### src/rtl/pc_block_pkg.sv
// Shared PC-select codes and datapath constants for the PC block and the control unit.
package pc_block_pkg;

    localparam int              WIDTH    = 16;
    localparam logic [WIDTH-1:0] RESET_PC = 16'h0000;

    localparam logic [3:0] PCSRC_INC      = 4'd0;
    localparam logic [3:0] PCSRC_IMM_PC   = 4'd1;
    localparam logic [3:0] PCSRC_IMM_ADDR = 4'd2;
    localparam logic [3:0] PCSRC_RA       = 4'd3;
    localparam logic [3:0] PCSRC_MARY     = 4'd4;
    localparam logic [3:0] PCSRC_PC_MARY  = 4'd5;
    localparam logic [3:0] PCSRC_JCMP     = 4'd6;
    localparam logic [3:0] PCSRC_JCMP_LS  = 4'd7;

endpackage

### src/rtl/pc_block_pc_src_mux.sv
// Combinational next-PC source select; reserved codes fall back to sequential fetch.
module pc_src_mux
    import pc_block_pkg::*;
#(
    parameter int W = 16
) (
    input  logic [3:0]   sel_i,
    input  logic [W-1:0] pc_inc_i,
    input  logic [W-1:0] imm_plus_pc_i,
    input  logic [W-1:0] imm_addr_i,
    input  logic [W-1:0] ra_i,
    input  logic [W-1:0] mary_i,
    input  logic [W-1:0] pc_plus_mary_i,
    input  logic [W-1:0] jcmp_imm_i,
    input  logic [W-1:0] jcmp_imm_ls_i,
    output logic [W-1:0] next_pc_o
);

    always_comb begin
        next_pc_o = pc_inc_i;
        case (sel_i)
            PCSRC_IMM_PC:   next_pc_o = imm_plus_pc_i;
            PCSRC_IMM_ADDR: next_pc_o = imm_addr_i;
            PCSRC_RA:       next_pc_o = ra_i;
            PCSRC_MARY:     next_pc_o = mary_i;
            PCSRC_PC_MARY:  next_pc_o = pc_plus_mary_i;
            PCSRC_JCMP:     next_pc_o = jcmp_imm_i;
            PCSRC_JCMP_LS:  next_pc_o = jcmp_imm_ls_i;
            default:        next_pc_o = pc_inc_i;
        endcase
    end

endmodule

### src/rtl/pc_block.sv
// Program counter: holds the PC, builds PC+INC and loads the selected source when pcWrite is high.
// Define PC_BLOCK_ALIGN_EN to clear bit 0 on load and flag odd targets on pcMisaligned.
module pc_block #(
    parameter int                            WIDTH    = pc_block_pkg::WIDTH,
    parameter int                            INC      = 2,
    parameter logic [pc_block_pkg::WIDTH-1:0] RESET_PC = pc_block_pkg::RESET_PC
) (
    input  logic             clock,
    input  logic             reset,
    input  logic [3:0]       pcSrc,
    input  logic [WIDTH-1:0] immPlusPC,
    input  logic [WIDTH-1:0] immAddr,
    input  logic [WIDTH-1:0] ra,
    input  logic [WIDTH-1:0] mary,
    input  logic [WIDTH-1:0] pcPlusMary,
    input  logic [WIDTH-1:0] jcmpImm,
    input  logic [WIDTH-1:0] jcmpImmLS,
    input  logic             pcWrite,
`ifdef PC_BLOCK_ALIGN_EN
    output logic             pcMisaligned,
`endif
    output logic [WIDTH-1:0] pcCur
);

    logic [WIDTH-1:0] pc_q;
    logic [WIDTH-1:0] pc_d;
    logic [WIDTH-1:0] pc_inc;
    logic [WIDTH-1:0] sel_pc;

    // Natural truncation gives the modulo-2^WIDTH wrap.
    assign pc_inc = pc_q + WIDTH'(INC);

    pc_src_mux #(.W(WIDTH)) u_src_mux (
        .sel_i          (pcSrc),
        .pc_inc_i       (pc_inc),
        .imm_plus_pc_i  (immPlusPC),
        .imm_addr_i     (immAddr),
        .ra_i           (ra),
        .mary_i         (mary),
        .pc_plus_mary_i (pcPlusMary),
        .jcmp_imm_i     (jcmpImm),
        .jcmp_imm_ls_i  (jcmpImmLS),
        .next_pc_o      (sel_pc)
    );

`ifdef PC_BLOCK_ALIGN_EN
    logic misaligned_q;

    assign pc_d = {sel_pc[WIDTH-1:1], 1'b0};

    always_ff @(posedge clock or posedge reset) begin
        if (reset)
            misaligned_q <= 1'b0;
        else if (pcWrite)
            misaligned_q <= sel_pc[0];
    end

    assign pcMisaligned = misaligned_q;
`else
    assign pc_d = sel_pc;
`endif

    always_ff @(posedge clock or posedge reset) begin
        if (reset)
            pc_q <= RESET_PC[WIDTH-1:0];
        else if (pcWrite)
            pc_q <= pc_d;
    end

    assign pcCur = pc_q;

endmodule

### config.mk
export PLATFORM = sky130hd
export DESIGN_NAME = pc_block
export DESIGN_NICKNAME = d
export VERILOG_FILES = /design/src/rtl/pc_block_pkg.sv /design/src/rtl/pc_block_pc_src_mux.sv /design/src/rtl/pc_block.sv
export SDC_FILE = /design/constraint.sdc
export NUM_CORES = 1
export LEC_CHECK = 0
export CAP_MARGIN = 20
export CELL_PAD_IN_SITES_DETAIL_PLACEMENT = 2
export CELL_PAD_IN_SITES_GLOBAL_PLACEMENT = 2
export CORE_ASPECT_RATIO = 0.7
export CORE_MARGIN = 10
export CORE_UTILIZATION = 16
export CTS_CLUSTER_DIAMETER = 30
export DETAILED_ROUTE_END_ITERATION = 6
export PLACE_DENSITY = 0.82
export REMOVE_ABC_BUFFERS = 1
export SYNTH_ARGS = -nofsm -noshare
export SYNTH_HDL_FRONTEND = slang
export SYNTH_SLANG_ARGS = --single-unit
### constraint.sdc
create_clock -name clock -period 1.35 [get_ports clock]
set_input_delay 0.27 -clock clock [delete_from_list [all_inputs] [get_ports clock]]
set_output_delay 0.27 -clock clock [all_outputs]
set_load 0.1 [all_outputs]
==> metrics.md <==
| Metric | Value |
|---|---|
| Int Pwr | `2.42 mW` |
| CTS Buf Count | `3` |
| Post-synth EDFFs | `0` |
| Die Height | `113 um` |
| Relative slew slack | `0.729` |
| Layout Skew | `0.00296 ns` |
| Drt total wl | `18700 um` |
| Period utilisation layout | `1.21` |
| IO Pins | `135` |
| Clock power share | `0.157` |
| H-tree depth reported by CTS | `1` |
| Sw Share | `0.448` |
| Library cells used by synthesis | `59` |
| GR Util met1 | `0.209` |
| Post-detailed-route via-to-cell ratio | `5.22` |
| Setup violations, final | `20` |
| Initial core utilization | `0.165` |
| CTS tree | `yes` |
| Vias in the first global route | `3769` |
| Gate Count Post-Synth | `244` |
| Global-route wire length before repair | `24700 um` |
| CP arrival | `1.80 ns` |
| Yosys warning total | `0` |
| Largest fanout on the critical path | `6` |
| Seq pwr share | `0.159` |
| Final hold vios | `0` |
| Global Route met2 Usage | `0.320` |
| Layout cell share with drive strength beyond 1 | `0.504` |
| Worst Hold Class | `in -> async` |
| PnR Total Power | `4.38 mW` |
| Outcome | `finished with violations` |
| Top FF cell, synth | `dfrtp_1` |
| Flop and latch count out of synthesis | `16` |
| Clk sinks | `16` |
| M3 GR Usage | `0.0523` |
| Nets@finish | `593` |
| Max cap viols | `0` |
| Pleak | `2.07 nW` |
| Root Buffer | `clkbuf_16` |
| Dpl hpwl | `11900 um` |
| Combinational Power Share | `0.684` |
| Total gr overflow | `0` |
| Peak Freq | `0.611 GHz` |
| Sw Pwr | `1.96 mW` |
| GP Congestion | `0.836` |
| Failing checks | `negative setup slack` |
| ANT nets after route | `0` |
| Maximum clock path buffer count | `2` |
| Synthesized cell area | `0.00196 mm^2` |
| DRC Markers | `0` |
| Vias | `3296` |
| CP Class | `in -> reg` |
| Fin. max-slew vios | `0` |
| Worst Max-Slew Pin Slew | `0.406 ns` |
| Register area share after synthesis | `0.205` |
| Core area | `0.0119 mm^2` |
| Drt wl/cell | `29.6 um` |
| Horiz. Die Dim | `152 um` |
| Main area contributors after synthesis | `dfrtp_1 20%, mux2i_1 8.7%, a22oi_1 4.6%` |
| Synth area leader | `dfrtp_1` |
| Die footprint | `0.0171 mm^2` |
| Iter 0 DRT Violations | `250` |
| Period minus WS final | `1.64 ns` |
| Share of the synthesized area in the top cell type | `0.205` |
| Worst-path clk slew | `0.06 ns` |
| Power per cell area | `851 mW/mm^2` |
| All-Layer GR Usage | `0.183` |
| Startpoint types | `input pin` |
| Number of buffers inserted by hold repair at cts | `0` |
| Port bufs | `134` |
| Design Area, Final | `0.00515 mm^2` |
| Pin count of the biggest net entering global routing | `20` |
| Post-DP Area | `0.00411 mm^2` |
| Initial antenna violation count | `2` |
| Avg Inst Size Synth | `8.02 um^2` |
| Area delta synth->final | `163%` |
| Asr flop ratio synth | `1.00` |
| Max reg flops | `16` |
| Drt first pass iters | `4` |
| RSZ-0062 raised after global routing | `true` |
| Final WS setup | `-0.287 ns` |
| Clk_lat worst skew | `0.26 ns` |
| CP required | `1.51 ns` |
| Worst setup EP type | `register` |
| Worst hold margin | `0.343 ns` |
| Cell row count | `33` |
| Maximum VDD drop | `0.000539 V` |
| GRT busiest layer | `met2` |
-- cell usage after synthesis, types with 2 or more instances --
library cell  number
a2111oi_0          3
a211oi_1           4
a21oi_1           17
a221o_1            2
a221oi_1           5
a22o_1             5
a22oi_1           12
a311oi_1           3
a31oi_1            4
a32oi_1            2
and3_1             7
buf_2             12
buf_4              2
buf_6              3
clkbuf_1           4
dfrtp_1           16
inv_1              8
mux2_2             5
mux2i_1           17
nand2_1            9
nand2b_1           2
nand3_1            8
nand4_1            5
nor2_1            18
nor2b_1            6
nor3_1             5
nor3b_1            5
o21a_1             3
o21ai_0           12
o21ai_1            2
o221ai_1           3
o22ai_1            6
o32ai_1            2
or2_2              2
-- worst max-delay path: stages --
cell and delay [ns]:
buf_8 0.10, buf_6 0.13, buf_6 0.13, or3b_4 0.38, o211ai_1 0.35, o32ai_2 0.18, a21oi_2 0.24
-- layout make-up --
class	instances	area, um^2
Timing Repair Buffer	246	2500
Clock buffer	4	88.8
Sequential cell	16	407
Fill cell	1230	6700
Multi-Input combinational cell	198	1920
Tap cell	157	196
Inverter	8	30.0
Antenna cell	3	7.51
-- through the flow --
| step | cells | utilization | setup TNS, ns | setup WS [ns] |
|---|---|---|---|---|
| 2_1_floorplan | 222 | - | -8.40 | -0.766 |
| 3_3_place_gp | 588 | 0.347 | -11.74 | -0.842 |
| 3_5_place_dp | 588 | 0.347 | -13.81 | -1.15 |
| 4_1_cts | 608 | 0.391 | -1.26 | -0.220 |
| 5_1_grt | 631 | 0.434 | -3.46 | -0.317 |
| 6_report | 632 | 0.435 | -2.68 | -0.287 |
-- placed cells by master (no fill, tap or decap), types with 9 or more instances in the layout --
cell type,count
nor2_1,10
dfrtp_1,11
mux2i_1,15
a21oi_2,10
buf_6,26
nand2_1,9
clkdlybuf4s50_1,104
buf_12,20
buf_4,82
-- power by group through the flow --
stage	combinational, mW	clock [mW]	sequential, mW
4_1_cts	2.69	0.687	0.668
3_5_place_dp	2.43	0	0.669
2_1_floorplan	0.378	0	1.33
6_report	3.00	0.690	0.696
5_1_grt	3.11	0.722	0.707
3_3_place_gp	2.35	0	0.662
-- timing repair --
| item | 4_1_cts | 5_1_grt |
|---|---|---|
| setup endpoints to repair | 16 | 21 |
| pin swaps | 39 | 39 |
| resized for setup | 111 | 77 |
| gates cloned | 3 | 0 |
| setup buffers | 13 | 24 |
-- metal layers --
| metal | vias up | share of wire |
|---|---|---|
| li1 | 1420 | - |
| met1 | 1685 | 0.41 |
| met2 | 156 | 0.50 |
| met3 | 35 | 0.061 |
| met4 | 0 | 0.034 |
| met5 | - | 0 |
-- cells by family after synthesis --
logic type | after synthesis | share of synthesized area
buf+inv | 30 | 0.0812
xor+xnor | 1 | 0.00448
compound gates | 94 | 0.341
fa+ha+maj | 1 | 0.00639
mux | 25 | 0.146
flops | 16 | 0.205
simple gates | 77 | 0.215
-- worst paths after layout --
path                          start       end  slack (ns)  cells past startpoint
max                        pcSrc[1]  pcCur[7]       -0.29                      7
min                           reset  pcCur[0]        0.34                      3
max reg2reg                pcCur[4]  pcCur[5]       -0.25                      6
min reg2reg                pcCur[0]  pcCur[0]        0.59                      2
max in group asynchronous     reset  pcCur[8]        0.77                      3
min in group clock         pcCur[0]  pcCur[0]        0.59                      2
No activity file was read; power rests on OpenSTA's default activity.
==> patch 1 (config.mk and constraints unchanged) <==
`WIDTH`: 16 -> 32.
--- a/src/rtl/pc_block_pkg.sv
+++ b/src/rtl/pc_block_pkg.sv
@@ -1,7 +1,7 @@
 // Shared PC-select codes and datapath constants for the PC block and the control unit.
 package pc_block_pkg;
 
-    localparam int              WIDTH    = 16;
+    localparam int              WIDTH    = 32;
     localparam logic [WIDTH-1:0] RESET_PC = 16'h0000;
 
     localparam logic [3:0] PCSRC_INC      = 4'd0;
Interface: changed (8 resized); port bits go from 135 to 263. The function was not compared with the original's and may differ.
==> patch 1 against the unedited design <==
  * The run still ends with setup timing left
  * Synthesized cell count up 110%
  * Final area up 96%
  * Die area rose by 91%
  * Synthesized area is 110% higher
  * Combinational power increased by 100%
  * Sequential power rose by 100%
  * Total power up 99%
  * Sequential cell count up 16
  * Via count grew 110%
  * Critical path depth rose by 1
  * Register-to-register slack worse by 480 ps
  * Wire length rose by 130%
  * Setup slack got worse by 440 ps
==> patch 1: results <==
grt:
  track_usage_pct: 21.2
  grt_pass1_wl_um: 52100
  grt_pass1_vias: 7640
synth:
  synth_area_leaders: "dfrtp_1, mux2i_1, a21oi_1"
  synth_compound_area_share_pct: 34.0
  synth_cell_types: 74
  synthAdderAreaFrac_pct: 0.304
  synthTopCellsByCount: "nor2_1, mux2i_1, nand2_1, a21oi_1, dfrtp_1"
  ys_seq_area_share_pct: 19.5
  syn_area_per_cell_um2: 8.21
  synth_mux_area_share_pct: 14.2
timing:
  worst_slack_ps: -727
  fin_hold_ws_ps: 351
  setup_viol: 47
detailed_routing:
  wirelength_um: 42200
  drt_iter0_drc: 509
layout:
  nNetsFinal: 1191
  drive_gt1_share_pct: 42.9
  nFillCells: 2733
  largest_reg_flops: 32
worst_setup_path:
  arrival_ps: 2240
status:
  status: "finished with violations"
  violations: "setup timing"
power:
  power_leakage_nw: 4.10
  ir_drop_uv: 454
placed_design:
  dp_hpwl_um: 27200
  dpl_cell_area_um2: 8550
clock_network:
  clk_latency_ps: 300
## patch 1: path summary, 6_finish.rpt
path / start / to / cells past startpoint
max reg2reg: pcCur[5] / pcCur[16] / 8
min reg2reg: pcCur[0] / pcCur[0] / 2
min: reset / pcCur[5] / 3
max: pcCur[5] / pcCur[16] / 8
max in group asynchronous: reset / pcCur[13] / 3
min in group clock: pcSrc[3] / pcCur[29] / 4
## patch 1: cells by family after synthesis
| group | after synthesis |
|---|---|
| AOI/OAI and AO/OA | 193 |
| muxes | 50 |
| buffers and inverters | 48 |
| and+or+nand+nor | 177 |
| adders and majority gates | 1 |
| DFF | 32 |
## patch 1: where the power goes
group	switching (mW)	internal, mW
Sequential	0.280	1.14
Combinational	3.38	2.71
Clock	0.538	0.675
## patch 1: critical path: cells and delay by family (launching register included)
family	cells	cell delay [ps]
DFF	1	430
and+or+nand+nor	2	490
AOI/OAI and AO/OA	3	510
buffers and inverters	3	510
## patch 1: cell type report
cell class / count / area (µm²) / share of cell area, %
well taps: 331 / 414 / 4.10
clock buffers: 6 / 129 / 1.28
diodes: 6 / 15.0 / 0.149
clock inverters: 1 / 5.00 / 0.0496
flip-flops and latches: 32 / 808 / 8.01
repair buffers: 489 / 4990 / 49.4
multi-input cells: 421 / 3690 / 36.6
inverters: 10 / 37.5 / 0.372
## patch 1: layer usage
| metal | track usage [%] | share of wire (%) |
|---|---|---|
| met5 | 0 | 0 |
| met4 | 7.82 | 5.1 |
| met3 | 5.58 | 7.0 |
| met2 | 36.7 | 49 |
| met1 | 24.5 | 39 |
## patch 1: what timing repair did
| item | in CTS | in global routing |
|---|---|---|
| setup endpoints to repair | 35 | 42 |
| setup buffers | 30 | 35 |
| pin swaps | 23 | 68 |
| hold buffers | 0 | 0 |
| gates resized for setup | 110 | 117 |
| hold endpoints to repair | 0 | 0 |
==> patch 2 (same settings) <==
Made on the original files. Put one more register stage on the output `pcCur`. The value now appears one clock later.
--- a/src/rtl/pc_block.sv
+++ b/src/rtl/pc_block.sv
@@ -67,7 +67,9 @@
             pc_q <= pc_d;
     end
 
-    assign pcCur = pc_q;
+    always_ff @(posedge clock) begin
+        pcCur <= pc_q;
+    end
 
 endmodule
 
Function: changed (a bounded check fails within 4 cycles, from zero or initial values and one cycle with reset high).
==> patch 2 against the unedited design <==
  * The run still ends with setup timing left
  * Synthesized area is 26% higher
  * Final area is 10% higher
  * Setup slack better by 63 ps
  * Total power is 36% higher
  * Sequential cell count is 16 higher
  * Count of clock-buffer cells in the layout is 2 higher
  * Largest cell class unchanged
  * Wire length is 4.8% lower
  * Cell count is 9.5% higher
  * Utilization is 5.3 points lower
  * Global-route usage is 3.1 points lower
==> patch 2: results <==
placed_design:
  place_ws_ps: -718
  dp_hpwl_um: 12200
  dpl_cell_area_um2: 4660
  place.gp.congestion: 0.884
  place_inst: 653
worst_setup_path:
  crit_slowest_cell: "or3_4"
  slowest_delay_ps: 430
  arrival_ps: 1760
layout:
  drive_gt1_share_pct: 47.8
  nFillCells: 1574
timing:
  setup_tns_ps: -1560
  max-slew-margin-rel_pct: 66.4
  setup_viol: 14
  worst_slack_ps: -224
synth:
  synth_cell_types: 64
  synth_compound_area_share_pct: 30.1
  synthArstFlopShare_pct: 50.0
  ys_seq_area_share_pct: 29.2
  synthTopCellsByCount: "nor2_1, nand2_1, dfrtp_1, dfxtp_1, a21oi_1"
  synthFlopType: "dfxtp_1"
  synth_mux_area_share_pct: 12.9
  syn_area_um2: 2470
  syn_inst: 265
detailed_routing:
  met1_length_um: 6670
  drt_iter0_drc: 99
  routed.top_layer: "met5"
  wl_met3_um: 1200
  wirelength_um: 17800
grt:
  antenna_found_initial: 3
  track_usage_pct: 15.2
  use_met1_pct: 16.2
  grt_pass1_wl_um: 24300
  grt_pass1_vias: 3805
  use_met2_pct: 28.2
status:
  status: "finished with violations"
  violations: "setup timing"
clock_network:
  clk_latency_ps: 290
  htree_levels: 2
power:
  ir_drop_uv: 467
  power_leakage_nw: 2.33
patch 2: report_power, final:
part	leakage (nW)	internal (mW)	switching [mW]
Sequential	0.316	1.16	0.213
Combinational	1.93	1.53	1.80
Clock	0.0780	0.792	0.461
patch 2: cell type report:
class / instances / area, µm² / share of cell area (%)
Sequential cell: 32 / 724 / 12.7
Clock inverter: 2 / 12.5 / 0.220
Multi-Input combinational cell: 206 / 2020 / 35.6
Antenna cell: 1 / 2.50 / 0.0440
Tap cell: 195 / 244 / 4.29
Inverter: 8 / 30.0 / 0.528
Timing Repair Buffer: 242 / 2490 / 43.9
Clock buffer: 6 / 150 / 2.64
patch 2: worst paths after layout:
check,startpoint,end,slack [ps],depth (start not counted)
setup reg to reg,pc_q[9],pc_q[12],-220,5
setup / recovery,pc_q[9],pc_q[12],-220,5
hold / removal,reset,pc_q[11],320,3
min in group clock,pc_q[10],pcCur[10],410,0
hold reg to reg,pc_q[10],pcCur[10],410,0
max in group asynchronous,reset,pc_q[4],800,3
